`src/rtl/uart_tx_pkg.sv`:
```
// uart_tx_pkg: shared UART definitions (frame FSM encodings, size defaults).
// Also used by uart_rx; UART_TX_PARITY_EN enables the TX parity bit.
package uart_tx_pkg;

  localparam int UART_DATA_WIDTH = 8;
  localparam int UART_DIV_WIDTH  = 16;

  typedef enum logic [2:0] {
    ST_IDLE   = 3'd0,
    ST_REQ    = 3'd1,
    ST_ACK    = 3'd2,
    ST_START  = 3'd3,
    ST_DATA   = 3'd4,
    ST_PARITY = 3'd5,
    ST_STOP   = 3'd6
  } uart_state_e;

  // Zero-extension is harmless: extra zeros do not change the XOR.
  function automatic logic frame_parity(
    input logic [15:0] data,
    input logic        odd
  );
    return (^data) ^ odd;
  endfunction

endpackage

```
`src/rtl/uart_baud_gen.sv`:
```
// uart_baud_gen: loadable bit-period down-counter, tick when it reaches 0.
// Shared by the UART transmitter and receiver.
module uart_baud_gen #(
  parameter int DIV_WIDTH = 16
) (
  input  logic                 clk_i,
  input  logic                 rst_i,
  input  logic                 load_i,
  input  logic                 en_i,
  input  logic [DIV_WIDTH-1:0] div_i,
  output logic                 tick_o
);

  logic [DIV_WIDTH-1:0] cnt_q;
  logic [DIV_WIDTH-1:0] cnt_d;

  // Reload on terminal count so the counter never underflows.
  always_comb begin
    cnt_d = cnt_q;
    if (load_i) begin
      cnt_d = div_i;
    end else if (en_i) begin
      if (cnt_q == '0) begin
        cnt_d = div_i;
      end else begin
        cnt_d = cnt_q - 1'b1;
      end
    end
  end

  always_ff @(posedge clk_i) begin
    if (rst_i) begin
      cnt_q <= '0;
    end else begin
      cnt_q <= cnt_d;
    end
  end

  assign tick_o = (cnt_q == '0);

endmodule

```
`src/rtl/uart_tx.sv`:
```
// uart_tx: FIFO-fed UART serializer (start, LSB-first data, 1/2 stop bits).
// Define UART_TX_PARITY_EN to add the parity_odd port and a parity bit.
module uart_tx
  import uart_tx_pkg::*;
#(
  parameter int DATA_WIDTH = UART_DATA_WIDTH,
  parameter int DIV_WIDTH  = UART_DIV_WIDTH
) (
  input  logic                  clk,
  input  logic                  resetn,
  input  logic [DIV_WIDTH-1:0]  clk_div,
  input  logic                  stop2,
  input  logic                  fifo_empty,
  output logic                  fifo_read_enable,
  input  logic                  fifo_read_ack,
  input  logic [DATA_WIDTH-1:0] fifo_data,
`ifdef UART_TX_PARITY_EN
  input  logic                  parity_odd,
`endif
  output logic                  tx,
  output logic                  busy,
  output logic                  tx_done
);

  localparam int BW = $clog2(DATA_WIDTH);
  localparam logic [BW-1:0] LAST_BIT = BW'(DATA_WIDTH - 1);

  uart_state_e           state_q;
  logic                  tx_q;
  logic                  rd_en_q;
  logic                  busy_q;
  logic                  done_q;
  logic [DATA_WIDTH-1:0] shift_q;
  logic [BW-1:0]         bit_q;
  logic                  stop_q;
  logic                  stop2_q;
  logic [DIV_WIDTH-1:0]  div_q;
`ifdef UART_TX_PARITY_EN
  logic                  par_q;
`endif

  logic                  baud_load;
  logic                  baud_en;
  logic [DIV_WIDTH-1:0]  baud_div;
  logic                  tick;

  // The first bit period uses the divisor being latched this cycle.
  assign baud_load = (state_q == ST_ACK) && fifo_read_ack;
  assign baud_div  = baud_load ? clk_div : div_q;
  assign baud_en   = (state_q == ST_START)  ||
                     (state_q == ST_DATA)   ||
                     (state_q == ST_PARITY) ||
                     (state_q == ST_STOP);

  uart_baud_gen #(
    .DIV_WIDTH(DIV_WIDTH)
  ) u_baud (
    .clk_i (clk),
    .rst_i (resetn),
    .load_i(baud_load),
    .en_i  (baud_en),
    .div_i (baud_div),
    .tick_o(tick)
  );

  always_ff @(posedge clk) begin
    if (resetn) begin
      state_q <= ST_IDLE;
      tx_q    <= 1'b1;
      rd_en_q <= 1'b0;
      busy_q  <= 1'b0;
      done_q  <= 1'b0;
      shift_q <= '0;
      bit_q   <= '0;
      stop_q  <= 1'b0;
      stop2_q <= 1'b0;
      div_q   <= '0;
`ifdef UART_TX_PARITY_EN
      par_q   <= 1'b0;
`endif
    end else begin
      rd_en_q <= 1'b0;
      done_q  <= 1'b0;
      unique case (state_q)
        ST_IDLE: begin
          tx_q <= 1'b1;
          if (!fifo_empty) begin
            state_q <= ST_REQ;
            rd_en_q <= 1'b1;
            busy_q  <= 1'b1;
          end
        end
        ST_REQ: begin
          state_q <= ST_ACK;
        end
        ST_ACK: begin
          if (fifo_read_ack) begin
            shift_q <= fifo_data;
            div_q   <= clk_div;
            stop2_q <= stop2;
`ifdef UART_TX_PARITY_EN
            par_q   <= frame_parity(16'(fifo_data), parity_odd);
`endif
            bit_q   <= '0;
            stop_q  <= 1'b0;
            tx_q    <= 1'b0;
            state_q <= ST_START;
          end else begin
            // Entry vanished (flush) between sampling and the read.
            busy_q  <= 1'b0;
            state_q <= ST_IDLE;
          end
        end
        ST_START: begin
          if (tick) begin
            tx_q    <= shift_q[0];
            state_q <= ST_DATA;
          end
        end
        ST_DATA: begin
          if (tick) begin
            shift_q <= shift_q >> 1;
            if (bit_q == LAST_BIT) begin
              bit_q   <= '0;
`ifdef UART_TX_PARITY_EN
              tx_q    <= par_q;
              state_q <= ST_PARITY;
`else
              tx_q    <= 1'b1;
              state_q <= ST_STOP;
`endif
            end else begin
              bit_q <= bit_q + 1'b1;
              tx_q  <= shift_q[1];
            end
          end
        end
        ST_PARITY: begin
          if (tick) begin
            tx_q    <= 1'b1;
            state_q <= ST_STOP;
          end
        end
        ST_STOP: begin
          if (tick) begin
            if (stop2_q && !stop_q) begin
              stop_q <= 1'b1;
            end else begin
              stop_q  <= 1'b0;
              done_q  <= 1'b1;
              busy_q  <= 1'b0;
              state_q <= ST_IDLE;
            end
          end
        end
        default: begin
          tx_q    <= 1'b1;
          busy_q  <= 1'b0;
          state_q <= ST_IDLE;
        end
      endcase
    end
  end

  assign tx               = tx_q;
  assign busy             = busy_q;
  assign tx_done          = done_q;
  assign fifo_read_enable = rd_en_q;

endmodule
```
`config.mk`:
```
export PLATFORM = sky130hd
export DESIGN_NAME = uart_tx
export DESIGN_NICKNAME = d
export VERILOG_FILES = /design/src/rtl/uart_tx_pkg.sv /design/src/rtl/uart_baud_gen.sv /design/src/rtl/uart_tx.sv
export SDC_FILE = /design/constraint.sdc
export NUM_CORES = 1
export LEC_CHECK = 0
export ABC_CLOCK_PERIOD_IN_PS = 7000
export BUFFER_PORTS_ARGS = -buffer_cell sky130_fd_sc_hd__buf_2
export CAP_MARGIN = 0
export CORE_ASPECT_RATIO = 1.2
export CORE_MARGIN = 2
export CORE_UTILIZATION = 40
export CTS_BUF_LIST = sky130_fd_sc_hd__clkbuf_8
export DETAILED_ROUTE_END_ITERATION = 8
export PLACE_DENSITY = 0.57
export SYNTH_ARGS = -nofsm -noshare
export SYNTH_HDL_FRONTEND = slang
export SYNTH_HIERARCHICAL = 1
export SYNTH_SLANG_ARGS = --single-unit
```
`constraint.sdc`:
```
create_clock -name clk -period 7 [get_ports clk]
set_input_delay 1.4 -clock clk [delete_from_list [all_inputs] [get_ports clk]]
set_output_delay 1.4 -clock clk [all_outputs]
set_load 0.005 [all_outputs]
```
# Word level (Yosys, flattened, before mapping)
# Index checks and enable logic that the tools add are counted.
op_classes:
  n_eq_ne: 16
  n_addsub: 2
  n_mux: 36
  n_reduce_logical: 21
  n_bitwise: 5
ops:
  columns: ["cell", "count"]
  rows:
  - ["$mux 16", 4]
  - ["$mux 3", 10]
  - ["$pmux 3 s7", 1]
  - ["$logic_not 16->1", 1]
  - ["$mux 8", 2]
  - ["$ne 2x2->1 const B", 8]
  - ["$pmux 8 s2", 1]
  - ["$sub 16x1->16 const B", 1]
  - ["$mux 1", 13]
  - ["$eq 3x3->1 const B", 4]
  - ["$reduce_and 5->1", 2]
  - ["$reduce_and 7->1", 1]
  - ["$eq 3x2->1 const B", 2]
  - ["$pmux 3 s2", 1]
  - ["$reduce_and 3->1", 2]
  - ["$reduce_bool 2->1", 3]
  - ["$not 1->1", 5]
  - ["$pmux 1 s5", 1]
  - ["$pmux 1 s4", 1]
  - ["$reduce_or 2->1", 2]
  - ["$reduce_or 4->1", 1]
  - ["$add 3x1->3 const B", 1]
  - ["$eq 3x1->1 const B", 1]
  - ["$logic_not 3->1", 1]
  - ["8 further kinds", 11]
word_totals:
  wordCells: 91
  regBits: 52
  out_inout_bits: 4

# Logic depth before layout (Yosys ltp)
logic_depth:
  word_depth: 6
  depth_mapped: 12
  mapped_depth_nobuf: 9

# Cells and area by module
# The synthesis kept the hierarchy.
by_module_without_submodules:
  columns: ["module", "instances", "area_per_inst_um2", "cells_per_inst"]
  rows:
  - ["uart_tx", 1, 1727.9, 170]
  - ["uart_baud_gen", 1, 1171.1, 145]

# Worst setup path before layout
# No wires, ideal clock.
synth_path:
  kind: "input -> register"
  startpoint: "in fifo_read_ack"
  endpoint: "reg u_baud.cnt_q[10]"
  path_slack_ps: 4435
  setup_ps: 133
  arrival_ps: 2432
  path_buffers: 1
  stages: 7
  path_cell_list: "nand3_4 inv_4 buf_6 mux2_4 and3_2 a21oi_1 a31oi_1"
synth_via:
  elab_chain_len: 5
  elab_cells_between_ends: 6
  cone_classes: "mux (4); reduce/logical (2)"
synth_lines:
  columns: ["item", "line", "rtl"]
  rows:
  - ["from (decl)", "uart_tx.sv:15", "input logic fifo_read_ack,"]
  - ["$logic_and 1x1->1 *", "uart_tx.sv:48", "assign baud_load = (state_q == ST_ACK) && fifo_read_ack;"]
  - ["net baud_load", "uart_tx.sv:42", "logic baud_load;"]
  - ["$mux 16 *", "uart_tx.sv:49", "assign baud_div = baud_load ? clk_div : div_q;"]
  - ["net baud_div[10]", "uart_tx.sv:44", "logic [DIV_WIDTH-1:0] baud_div;"]
  - ["$mux 16", "uart_baud_gen.sv:23", "if (cnt_q == '0) begin"]
  - ["$mux 16", "uart_baud_gen.sv:22", "end else if (en_i) begin"]
  - ["$mux 16 *", "uart_baud_gen.sv:20", "if (load_i) begin"]
  - ["to (signal assigned)", "uart_baud_gen.sv:35", "cnt_q <= cnt_d;"]
  - ["to (decl)", "uart_baud_gen.sv:14", "logic [DIV_WIDTH-1:0] cnt_q;"]
# The timed path passes the listed nets; every way through them passes the cells marked *. The select of a mux whose other input is x is not followed.
# A chain may end at the register's enable or synchronous reset.

# Worst setup path in the final report
layout_path:
  startpoint: "reg state_q[1]"
  endpoint: "reg u_baud.cnt_q[6]"
layout_via:
  elab_cells_between_ends: 14
  cone_classes: "eq/ne (5); mux (4); reduce/logical (5)"
layout_lines:
  columns: ["item", "line", "rtl"]
  rows:
  - ["from (decl)", "uart_tx.sv:28", "uart_state_e state_q;"]
  - ["from (signal assigned)", "uart_tx.sv:68", "state_q <= ST_IDLE;"]
  - ["from (signal assigned)", "uart_tx.sv:88", "state_q <= ST_REQ;"]
  - ["from (signal assigned)", "uart_tx.sv:94", "state_q <= ST_ACK;"]
  - ["$eq 3x2->1 / $eq 3x3->1 (equally long branches)", "uart_tx.sv:50, uart_tx.sv:51", null]
  - ["$logic_or 1x1->1", "uart_tx.sv:50", "assign baud_en = (state_q == ST_START) ||"]
  - ["$logic_or 1x1->1", "uart_tx.sv:51", "(state_q == ST_DATA) ||"]
  - ["$logic_or 1x1->1 *", "uart_tx.sv:52", "(state_q == ST_PARITY) ||"]
  - ["net baud_en", "uart_tx.sv:43", "logic baud_en;"]
  - ["$reduce_bool 2->1 (no source line) *", null, null]
# Marks and branches as above.

==> impl_metrics.json <==
{
  "synthDistinctLibCells": 64,
  "top_layer": "met4",
  "wl_mm": 6.19,
  "hp-class": "reg -> reg",
  "yosys_register_bits": 52,
  "avgSynthCellArea_um2": 9.20,
  "met1_length_mm": 2.83,
  "cts_resized": 0,
  "vias": 2322,
  "status": "finished, final reports clean",
  "avgRoutedWirePerCell_um": 14.5,
  "cts_hold_buf": 0,
  "endpoint_kind": "register",
  "place_inst": 418,
  "ys_warn_count": 6,
  "detail-route-antenna-nets": 0,
  "fillers": 717,
  "critPathMaxFanout": 26,
  "die_y_um": 97.3,
  "clk_path_buf_depth": 2,
  "cts_tree": "built",
  "rsz0062_at_grt": "false",
  "synth_edf_count": 0,
  "htree_num_levels": 2,
  "clkSinkCount": 52,
  "core_area_um2": 7150,
  "max_cap_viol_count": 0,
  "crit_path_end": "u_baud/cnt_q[6]$_SDFFE_PP0P_",
  "tightest_slew_ns": 0.860,
  "instances_no_fill": 426,
  "seq_area_frac_synth_pct": 35.9,
  "drive_gt1_share_pct": 23.8,
  "dr_wl_met2_mm": 3.12,
  "grt_pass1_wl_mm": 11.0,
  "clk_pin_slew_worst_paths_ns": 0.09,
  "setup_viol": 0,
  "overflow": 0,
  "syn_area_um2": 2900,
  "path_class": "reg -> reg",
  "skew_ns": 0.00535,
  "relSlewSlack_pct": 42.4,
  "root_buffer": "clkbuf_8",
  "syn_inst": 315,
  "total_leakage_power_nw": 1.21,
  "routabilityCongestion": 0.784,
  "detail_route.first_pass.iterations": 4,
  "antennaDiodeCount": 0,
  "async_reset_ff_share_pct": 0,
  "synth_flop_cell": "dfxtp_1",
  "vdd_drop_max_mv": 0.278,
  "antenna_found_initial": 0,
  "final_cell_mix": "52 x dfxtp_1, 36 x nor2_1, 32 x buf_2",
  "drcViolationCount": 0,
  "grt_use_total_pct": 17.2,
  "r2r-start": "state_q[1]$_SDFFE_PP0P_",
  "hold_viol_final": 0,
  "fin_tns_setup_ns": 0,
  "startpoint": "state_q[1]$_SDFFE_PP0P_",
  "fmax_mhz": 375,
  "syn-num-nets": 348,
  "powerDensity_nw_per_um2": 548,
  "final_max_slew_viol_count": 0,
  "critPathLaunchType": "register",
  "io_pins": 33,
  "grt_pass1_vias": 2372,
  "reg2reg_depth": 7,
  "die_x_um": 81.7,
  "final_common_cell": "dfxtp_1",
  "crit_required_ns": 7.19,
  "timing.reg2reg.setup_slack_ns": 4.33,
  "grt_max_degree": 43,
  "nNetsFinal": 368,
  "r2r_end": "u_baud/cnt_q[6]$_SDFFE_PP0P_",
  "io_buffers": 32,
  "dr_wl_met3_um": 160,
  "cts_buffers": 5,
  "cp.arrival_ns": 2.86,
  "die_area_um2": 7950,
  "first_iter_violations": 119,
  "core.rowCount": 34,
  "insertion_delay_ns": 0.31,
  "cts_setup_buffers": 0,
  "period_share_pct": 38.1,
  "start_util_pct": 40.6,
  "area_growth_syn_to_layout_pct": 9.54,
  "hpwl_mm": 4.23,
  "routed_via_density": 5.45,
  "finalCriticalPeriod_ns": 2.67
}
==> layout make-up <==
class,count,area (um2),area share (%)
clock buffer,7,96.3,3.03
clock inverter,1,30.0,0.946
inverter,10,42.5,1.34
multi-input combinational,234,1690,53.3
sequential,52,1040,32.8
tap,90,113,3.55
timing repair buffer,32,160,5.04
==> per-stage QoR <==
step	util [%]	setup slack (ns)	power [mW]	area, um2	hold WS (ns)
finish	44.4	4.33	1.74	3180	0.467
CTS	44.4	4.32	1.75	3180	0.475
global placement	42.7	4.04	1.51	3050	0.444
floorplan	-	4.44	1.37	2900	0.437
detailed placement	42.7	4.03	1.52	3050	0.449
global route	44.4	4.05	1.90	3180	0.492
==> registers in the layout (all words and copies together), names as in the netlist <==
name              cells
state_q               3
div_q                16
u_baud/cnt_q         16
stop_q                1
bit_q                 3
tx                    1
fifo_read_enable      1
stop2_q               1
busy                  1
shift_q               8
tx_done               1
==> cell usage after synthesis, types with 3 or more instances <==
cell type | n | area, um2
ha_1 | 4 | 50.1
nor3_1 | 6 | 30.0
nand3_1 | 7 | 35.0
a31oi_1 | 4 | 25.0
or3_1 | 4 | 25.0
o31ai_1 | 4 | 30.0
mux2_2 | 10 | 113
inv_1 | 8 | 30.0
mux2_4 | 7 | 105
nand2_1 | 13 | 48.8
nand2b_1 | 5 | 31.3
nand3b_1 | 6 | 45.0
and3_1 | 4 | 25.0
and2_1 | 17 | 106
a211o_1 | 4 | 35.0
a211oi_1 | 13 | 97.6
nor2_1 | 36 | 135
nor3b_1 | 3 | 22.5
a21oi_1 | 20 | 100
buf_4 | 3 | 22.5
clkbuf_1 | 9 | 33.8
buf_2 | 3 | 15.0
dfxtp_1 | 52 | 1040
o21ai_0 | 11 | 55.1
mux2i_1 | 11 | 110
nor2_4 | 3 | 33.8
==> per-layer routing <==
layer  global-route usage [%]  vias up
met5                        0        -
met4                     5.51        0
met3                     2.42        7
met2                     30.0       33
met1                     21.4     1097
li1                         -     1185
==> worst min path at each step <==
stage	startpoint	to	slack, ns	cells past startpoint
after floorplan	stop2_q$_SDFFE_PP0P_	stop2_q$_SDFFE_PP0P_	0.44	2
after global placement	tx$_SDFFE_PP1P_	tx$_SDFFE_PP1P_	0.44	1
after detailed placement	tx$_SDFFE_PP1P_	tx$_SDFFE_PP1P_	0.45	1
after CTS	tx$_SDFFE_PP1P_	tx$_SDFFE_PP1P_	0.47	1
after global routing	stop2_q$_SDFFE_PP0P_	stop2_q$_SDFFE_PP0P_	0.49	2
final	tx$_SDFFE_PP1P_	tx$_SDFFE_PP1P_	0.47	1
==> worst max-delay path, cell delays in order (launching register included) <==
cell       delay (ns)
dfxtp_1          0.72
nand3b_1         0.17
nand2_1          0.66
nand2_1          0.13
or3_1            0.37
o31ai_1          0.20
o21ai_0          0.14
o2bb2ai_1        0.14
==> power by group <==
| group | internal, mW | leakage [nW] | switching [mW] |
|---|---|---|---|
| clock | 0.126 | 0.0645 | 0.100 |
| sequential | 0.362 | 0.421 | 0.0940 |
| combinational | 0.393 | 0.722 | 0.663 |
==> cell families (layout without fill, tap and decap cells) <==
family,after synthesis,in the layout,synth area share (%)
compound gates,77,77,19.1
simple gates,125,125,26.3
buf+inv,29,50,5.70
mux,28,28,11.3
flops,52,52,35.9
fa+ha+maj,4,4,1.73
Note: power is estimated with default switching activity, not from simulation.
